$ cat config.mk
export PLATFORM = sky130hd
export DESIGN_NAME = div_unit
export DESIGN_NICKNAME = d
export VERILOG_FILES = /design/src/rtl/div_unit.sv
export SDC_FILE = /design/constraint.sdc
export NUM_CORES = 1
export LEC_CHECK = 0
export CORE_UTILIZATION = 25
export DETAILED_ROUTE_END_ITERATION = 6
export PLACE_DENSITY = 0.4
export SLEW_MARGIN = 20
export SYNTH_ARGS = -nofsm -noshare
export SYNTH_HDL_FRONTEND = slang
export SYNTH_SLANG_ARGS = --single-unit
$ cat constraint.sdc
create_clock -name clk -period 7.5 [get_ports clk]
set_clock_uncertainty 0.05 [all_clocks]
set_input_delay 0.75 -clock clk [delete_from_list [all_inputs] [get_ports clk]]
set_output_delay 0.75 -clock clk [all_outputs]
set_load 0.005 [all_outputs]
$ cat src/rtl/div_unit.sv
// div_unit: multi-cycle RV32M divide/remainder unit.
// Radix-2 restoring divider, one quotient bit per cycle.
module div_unit #(
    parameter int WIDTH = 32
) (
    input  logic             clk,
    input  logic             reset_n,
    input  logic             start,
    input  logic [1:0]       op,
    input  logic [WIDTH-1:0] data1,
    input  logic [WIDTH-1:0] data2,
    input  logic             flush,
    output logic             busy,
    output logic             result_valid,
    output logic [WIDTH-1:0] result
);

    localparam int CW = $clog2(WIDTH);
    localparam logic [WIDTH-1:0] SMIN = {1'b1, {(WIDTH-1){1'b0}}};
    localparam logic [WIDTH-1:0] ONES = {WIDTH{1'b1}};
    localparam logic [WIDTH-1:0] ZERO = {WIDTH{1'b0}};

    typedef enum logic [1:0] {IDLE, CALC, DONE} state_t;

    state_t           state;
    state_t           state_n;
    logic [CW-1:0]    cnt;
    logic [WIDTH-1:0] rem;
    logic [WIDTH-1:0] dvd;
    logic [WIDTH-1:0] dvs;
    logic             sel_rem;
    logic             neg_q;
    logic             neg_r;
    logic             spec;

    logic             accept;
    logic             last;
    logic             s1;
    logic             s2;
    logic             div0;
    logic             ovf;
    logic [WIDTH-1:0] a_abs;
    logic [WIDTH-1:0] b_abs;
    logic [WIDTH-1:0] spec_res;
    logic [WIDTH:0]   pr;
    logic [WIDTH:0]   diff;
    logic             ge;
    logic [WIDTH-1:0] rem_n;
    logic [WIDTH-1:0] quo_n;
    logic [WIDTH-1:0] q_fix;
    logic [WIDTH-1:0] r_fix;
    logic [WIDTH-1:0] fin;

    // Operand conditioning and one restoring-division step
    always_comb begin
        accept   = start && !busy;
        last     = spec || (cnt == CW'(WIDTH-1));
        s1       = !op[0] && data1[WIDTH-1];
        s2       = !op[0] && data2[WIDTH-1];
        a_abs    = s1 ? -data1 : data1;
        b_abs    = s2 ? -data2 : data2;
        div0     = (data2 == ZERO);
        ovf      = !op[0] && (data1 == SMIN) && (data2 == ONES);
        spec_res = ZERO;
        if (div0)
            spec_res = op[1] ? data1 : ONES;
        else if (ovf)
            spec_res = op[1] ? ZERO : SMIN;
        pr    = {rem, dvd[WIDTH-1]};
        diff  = pr - {1'b0, dvs};
        ge    = (pr >= {1'b0, dvs});
        rem_n = ge ? diff[WIDTH-1:0] : pr[WIDTH-1:0];
        quo_n = {dvd[WIDTH-2:0], ge};
        q_fix = neg_q ? -quo_n : quo_n;
        r_fix = neg_r ? -rem_n : rem_n;
        fin   = spec ? dvd : (sel_rem ? r_fix : q_fix);
    end

    // Next-state logic; flush overrides accept and completion
    always_comb begin
        state_n = state;
        unique case (state)
            IDLE: if (start) state_n = CALC;
            CALC: if (last) state_n = DONE;
            DONE: state_n = start ? CALC : IDLE;
            default: state_n = IDLE;
        endcase
        if (flush)
            state_n = IDLE;
    end

    // State register with registered busy and valid pulse
    always_ff @(posedge clk or negedge reset_n) begin
        if (!reset_n) begin
            state        <= IDLE;
            busy         <= 1'b0;
            result_valid <= 1'b0;
        end else begin
            state        <= state_n;
            busy         <= (state_n == CALC);
            result_valid <= (state == CALC) && (state_n == DONE);
        end
    end

    // Operand capture, iteration and result register
    always_ff @(posedge clk or negedge reset_n) begin
        if (!reset_n) begin
            cnt     <= '0;
            rem     <= '0;
            dvd     <= '0;
            dvs     <= '0;
            sel_rem <= 1'b0;
            neg_q   <= 1'b0;
            neg_r   <= 1'b0;
            spec    <= 1'b0;
            result  <= '0;
        end else if (flush) begin
            cnt <= '0;
        end else if (accept) begin
            cnt     <= '0;
            rem     <= '0;
            sel_rem <= op[1];
            neg_q   <= s1 ^ s2;
            neg_r   <= s1;
            spec    <= div0 || ovf;
            dvd     <= (div0 || ovf) ? spec_res : a_abs;
            dvs     <= b_abs;
        end else if (state == CALC) begin
            cnt <= cnt + 1'b1;
            if (!spec) begin
                rem <= rem_n;
                dvd <= quo_n;
            end
            if (last)
                result <= fin;
        end
    end

endmodule

==> flow_metrics.env, run 1 <==
export IMPL_outcome="finished, final reports clean"
export IMPL_start_util=0.2549
export IMPL_final_cells=2270
export IMPL_post_route_util=0.2988
export IMPL_fillers=5141
export IMPL_layout_min_cycle_time_ns=5.486
export IMPL_async_flop_share=1.000
export IMPL_drt_antenna_violating_nets=0
export IMPL_slew_headroom=0.3168
export IMPL_switching_share=0.4007
export IMPL_place_detailed_hpwl_um=36730
export IMPL_drtIter0Drc=955
export IMPL_hold_viol=0
export IMPL_period_share=0.7315
export IMPL_layout_commonest_cell="nand2_1"
export IMPL_yosys_area_top_type="dfrtp_1"
export IMPL_layout_common_cells="nand2_1 (195), nor2_1 (160), o21ai_0 (157), dfrtp_1 (141), a21oi_1 (129)"
export IMPL_port_buffers=103
export IMPL_vias=12206
export IMPL_pwr_share_comb=0.376
export IMPL_synth_yosys_warnings=0
export IMPL_postPlaceCellArea_um2=13710
export IMPL_worst_pin_slew_ns=1.025
export IMPL_grt_busiest_layer="met2"
export IMPL_place_inst=2238
export IMPL_routed_wl_um=47510
export IMPL_worstPathMaxFanout=27
export IMPL_yosysSeqAreaShare=0.2887
export IMPL_clk_pin_slew_ns=0.06
export IMPL_synth_nets=1719
export IMPL_synth_cell_type_count=89
export IMPL_worstPathRequired_ns=7.82
export IMPL_grt_use_met2=0.2973
export IMPL_grt_pass1_vias=11773
export IMPL_finalSetupViolations=0
export IMPL_met1_usage=0.2813
export IMPL_grt_pass1_wl_um=73010
export IMPL_cts_setup_buffers=0
export IMPL_nets=1752
export IMPL_synthTopCellsByArea="dfrtp_1 (29%), o21ai_0 (6.4%), nand2_1 (6.0%)"
export IMPL_clkLatencyLatePin_ns=0.45
export IMPL_rows=80
export IMPL_core_um2=47950
export IMPL_synth_top_area_share=0.2887
export IMPL_syn2layout_area_growth_pct=17.23
export IMPL_synthFlopType="dfrtp_1"
export IMPL_place_congestion=0.8381
export IMPL_seqPwrFrac=0.326
export IMPL_cts_root_buffer="clkbuf_16"
export IMPL_netlist_instances=1609
export IMPL_report_final_slew_viol_count=0
export IMPL_grtUsageTotal=0.1920
export IMPL_cts_sinks=141
export IMPL_die_h_um=223.1
export IMPL_wl_per_cell_um=20.93
export IMPL_maxCapViolCount=0
export IMPL_drive_above_1_share=0.05378
export IMPL_cts_buffer_depth=2
export IMPL_drc=0
export IMPL_grt_max_degree=91
export IMPL_dr_pass1_iters=5
export IMPL_path_class="flop to flop"
export IMPL_grt_ovfl_total=0
export IMPL_design_area_um2=14330
export IMPL_htree_num_levels=4
export IMPL_holdWs_ns=0.3023
export IMPL_p_int_w=0.001837
export IMPL_vias_per_cell=5.377
export IMPL_cp_arrival_ns=5.81
export IMPL_ctsResizeCount=0
export IMPL_hold_buffers=0
export IMPL_fmax_mhz=182.3
export IMPL_setup_tns_ns=0
export IMPL_synth_area_um2=12220
export IMPL_grt_setup_unrepaired="no"
export IMPL_switchingPower_w=0.001228
export IMPL_io_pins=104
export IMPL_critPathLaunchType="flop"
export IMPL_rr_startpoint="rem[2]"
export IMPL_p_clk_frac=0.298
export IMPL_synth_edf_count=0
export IMPL_startpoint="rem[2]"
export IMPL_grt_antenna_before_repair=0
export IMPL_critPathCaptureType="flop"
export IMPL_p_leak_nw=5.594
export IMPL_fp_dieW_um=223.1
export IMPL_syn_area_per_cell_um2=7.595
export IMPL_power_density_nw_per_um2=213.9
export IMPL_cts_tree="done"
export IMPL_hp_class="input port to asynchronous set/reset pin"
export IMPL_ys_ff_latch=141
export IMPL_cts_buffers_inserted=17
export IMPL_ir_worst_vdd_mv=0.1302
export IMPL_antenna_cells=0
export IMPL_use_met3=0.02015
export IMPL_dieArea_um2=49770
## power groups by stage
| stage | Combinational [W] | Clock (W) | Sequential [W] |
|---|---|---|---|
| floorplan | 0.000800 | 0 | 0.000939 |
| global placement | 0.00115 | 0 | 0.00101 |
| detailed placement | 0.00115 | 0 | 0.00101 |
| CTS | 0.00116 | 0.000942 | 0.000995 |
| finish | 0.00115 | 0.000915 | 0.000998 |
| global route | 0.00128 | 0.000973 | 0.00101 |
## worst max-delay path: stages, from the launching register on
cell and delay, ns:
dfrtp_1 0.45, ha_1 0.45, a21o_1 0.23, a21oi_1 0.42, a2111oi_2 0.22, o31ai_2 0.66
nand2_4 0.14, inv_2 0.43, mux2i_1 0.40, ha_1 0.32, inv_1 0.12, or3_1 0.38
nor3_1 0.23, a21o_1 0.24, nand4_1 0.20, mux2_2 0.33, a31oi_1 0.15
## cell type report
cell class | count | area, um2 | share of cell area
clock buffers | 22 | 484.2 | 0.03380
clock inverters | 10 | 136.4 | 0.009520
inverters | 65 | 244.0 | 0.01703
multi-input cells | 1297 | 8004 | 0.5587
flip-flops and latches | 141 | 3528 | 0.2463
well taps | 615 | 769.5 | 0.05371
repair buffers | 120 | 1160 | 0.08096
## sequential cells by signal, summed over array words and instances (netlist names)
register      cells
dvd              32
dvs              32
rem              32
result           32
cnt               5
state             2
busy              1
neg_q             1
neg_r             1
result_valid      1
sel_rem           1
spec              1
## Yosys cell counts, types with 31 or more instances
cell	count
a21oi_1	129
xnor2_1	51
mux2i_1	31
o21ai_0	157
nand2_1	195
clkbuf_1	74
nor2_1	161
nor3_1	40
ha_1	39
xor2_1	48
inv_1	64
dfrtp_1	141
a31oi_1	43
o31ai_1	32
nand4_1	32
## per-stage QoR
stage,total power (W),setup WS [ns]
3_3_place_gp,0.002160,2.167
5_1_grt,0.003262,1.573
3_5_place_dp,0.002162,2.073
2_1_floorplan,0.001739,2.909
6_report,0.003065,2.014
4_1_cts,0.003094,2.058
## metal layers
layer | routed length, um | vias up
met5 | 0 | -
met4 | 812 | 0
met3 | 1555 | 42
met2 | 21310 | 271
met1 | 23830 | 5955
li1 | - | 5938
## worst paths after layout
check	slack, ns	depth (start not counted)	end
max in group asynchronous	5.70	2	rem[16]
min	0.30	1	dvs[14]
min reg2reg	0.43	2	result[13]
max	2.01	16	result[28]
max reg2reg	2.01	16	result[28]
min in group clk	0.43	2	result[13]
## logic make-up after synthesis
| family | Yosys count | synth area share |
|---|---|---|
| and+or+nand+nor | 598 | 0.2370 |
| AOI/OAI and AO/OA | 526 | 0.2755 |
| buffers and inverters | 171 | 0.05805 |
| DFF | 141 | 0.2887 |
| xor gates and xnor gates | 99 | 0.07095 |
| adders and majority gates | 40 | 0.04157 |
| muxes | 34 | 0.02816 |
Note: power is estimated with default switching activity, not from simulation.
==> run 2: changes to the inputs <==
Clock period 7.5 ns to 5.13 ns, I/O delays scaled along.
==> run 2 against run 1 <==
  * Combinational power increased by 50%
  * Via count increased by 0.77%
  * Largest cell class unchanged
  * Sequential power increased by 45%
  * Global-route usage increased by 0.63 points
  * Hold slack got worse by 0.26 ns
  * Die area unchanged
  * Critical path depth unchanged
  * First-iteration DRC count increased by 4.8%
==> flow_metrics.env, run 2 (synthesis gave the netlist of run 1 again) <==
export IMPL_hold_viol=0
export IMPL_grt_pass1_vias=11642
export IMPL_multi_input_area_um2=8038
export IMPL_p_clk_frac=0.317
export IMPL_port_buffers=103
export IMPL_grt_antenna_before_repair=2
export IMPL_rows=80
export IMPL_cts_buffer_depth=2
export IMPL_period_share=0.9441
export IMPL_path_class="flop to flop"
export IMPL_place_detailed_hpwl_um=37800
export IMPL_layout_min_cycle_time_ns=4.843
export IMPL_fp_dieW_um=223.1
export IMPL_slew_headroom=0.2711
export IMPL_syn2layout_area_growth_pct=19.52
export IMPL_clk_pin_slew_ns=0.07
export IMPL_setup_tns_ns=0
export IMPL_postPlaceCellArea_um2=13890
export IMPL_setup_slack_ns=0.2865
export IMPL_crit_buf_inv=2
export IMPL_report_final_slew_viol_count=0
export IMPL_start_util=0.2549
export IMPL_critical_path_most_common_cell="ha_1"
export IMPL_fmax_mhz=206.5
export IMPL_io_pins=104
export IMPL_dr_pass1_iters=5
export IMPL_design_area_um2=14610
export IMPL_wl_per_cell_um=21.42
export IMPL_critPathCaptureType="flop"
export IMPL_fillers=5146
export IMPL_pwr_share_comb=0.370
export IMPL_seqPwrFrac=0.313
export IMPL_core_um2=47950
export IMPL_dp_slack_ns=0.2416
export IMPL_maxCapViolCount=0
export IMPL_htree_num_levels=4
export IMPL_worstPathRequired_ns=5.47
export IMPL_grt_max_degree=70
export IMPL_cp_arrival_ns=5.18
export IMPL_drc=0
export IMPL_nets=1775
export IMPL_cp_slowest_cell="a221oi_4"
export IMPL_ir_worst_vdd_mv=0.1909
export IMPL_finalSetupViolations=0
export IMPL_switching_share=0.3947
export IMPL_drt_antenna_violating_nets=0
export IMPL_max_stage_delay_ns=0.46
export IMPL_grtUsageTotal=0.1983
export IMPL_die_h_um=223.1
export IMPL_path_cells="ha_1, and3_1, and2_1, a221o_1, a221oi_4, nand2_4, inv_2, mux2i_2, ha_1, inv_1, or3_1, nor3_1, a21o_1, nand4_1, mux2_2, a31oi_1"
export IMPL_critPathLaunchType="flop"
export IMPL_p_int_w=0.002803
export IMPL_worst_pin_slew_ns=1.087
export IMPL_register_area_um2=3528
export IMPL_grt_setup_unrepaired="no"
export IMPL_cts_buffers_inserted=17
export IMPL_holdWs_ns=0.04554
export IMPL_dieArea_um2=49770
export IMPL_p_leak_nw=5.740
export IMPL_power_density_nw_per_um2=317.1
export IMPL_cts_root_buffer="clkbuf_16"
export IMPL_cp_top_family="simple AND/OR/NAND/NOR gates"
export IMPL_drive_above_1_share=0.06794
export IMPL_grt_pass1_wl_um=74930
export IMPL_grt_ovfl_total=0
export IMPL_cts_tree="done"
export IMPL_cts_sinks=141
export IMPL_layout_commonest_cell="nand2_1"
export IMPL_place_congestion=0.8825
export IMPL_layout_common_cells="nand2_1 (195), nor2_1 (160), o21ai_0 (157), dfrtp_1 (141), a21oi_1 (129)"
export IMPL_antenna_cells=0
export IMPL_hp_class="input port to asynchronous set/reset pin"
export IMPL_drtIter0Drc=1001
export IMPL_vias=12300
export IMPL_routed_wl_um=49110
export IMPL_finalPower_w=0.004631
export IMPL_outcome="finished, final reports clean"
export IMPL_clkLatencyLatePin_ns=0.47
export IMPL_worstPathMaxFanout=11
export IMPL_vias_per_cell=5.364
export IMPL_switchingPower_w=0.001828
==> run 2: cell types whose count changed in the layout (fill, tap and decap cells not counted), moves of 2 or more <==
cell        before  now
buf_12           0    2
buf_4           17   38
bufinv_16        3    5
clkinv_2         3    1
clkinvlp_4       3    1
==> run 2: what timing repair did <==
item / in CTS / in global routing
hold buffers: 0 / 0
gates resized for setup: 0 / 3
setup endpoints to repair: 0 / 8
buffers inserted: 0 / 0
==> run 2: worst paths after layout <==
path                            start          to  slack [ns]  cells after the start
setup / recovery              rem[22]  result[28]        0.29                     16
hold / removal                reset_n      dvs[8]        0.05                      1
setup reg to reg              rem[22]  result[28]        0.29                     16
hold reg to reg            result[19]  result[19]        0.43                      2
max in group asynchronous     reset_n  result[23]        3.87                      2
min in group clk           result[19]  result[19]        0.43                      2
==> run 2: worst reg2reg max path: cells and delay by family, from the launching register on <==
| kind | cells | cell delay (ns) |
|---|---|---|
| compound gates | 4 | 1.34 |
| fa+ha+maj | 2 | 0.71 |
| buf+inv | 2 | 0.23 |
| flops | 1 | 0.42 |
| mux | 2 | 0.60 |
| simple gates | 6 | 1.41 |
==> run 2: final cells by class <==
type	instances	share of cell area
inverter	65	0.01671
clock buffer	23	0.03341
timing repair buffer	143	0.09295
sequential	141	0.2416
clock inverter	9	0.01234
tap	615	0.05269
multi-input combinational	1297	0.5503
==> run 2: power groups by stage <==
stage	combinational, W	clock [W]	sequential [W]
after floorplan	0.00117	0	0.00137
after detailed placement	0.00170	0	0.00146
after global routing	0.00189	0.00154	0.00147
after global placement	0.00171	0	0.00146
final	0.00172	0.00147	0.00145
after CTS	0.00171	0.00150	0.00144
==> run 2: layer usage <==
metal	wire length, um	vias up	part of all wire	global-route usage
met1	24290	5966	0.49	0.2924
met4	629	0	0.013	0.04805
met3	2203	30	0.045	0.02476
met2	21980	328	0.45	0.3034
met5	0	-	0	0
li1	-	5976	-	-
==> run 2: metrics by stage <==
stage | utilization | instances
2_1_floorplan | - | 1609
3_3_place_gp | 0.2896 | 2260
3_5_place_dp | 0.2897 | 2260
4_1_cts | 0.3036 | 2292
5_1_grt | 0.3046 | 2293
6_report | 0.3046 | 2293
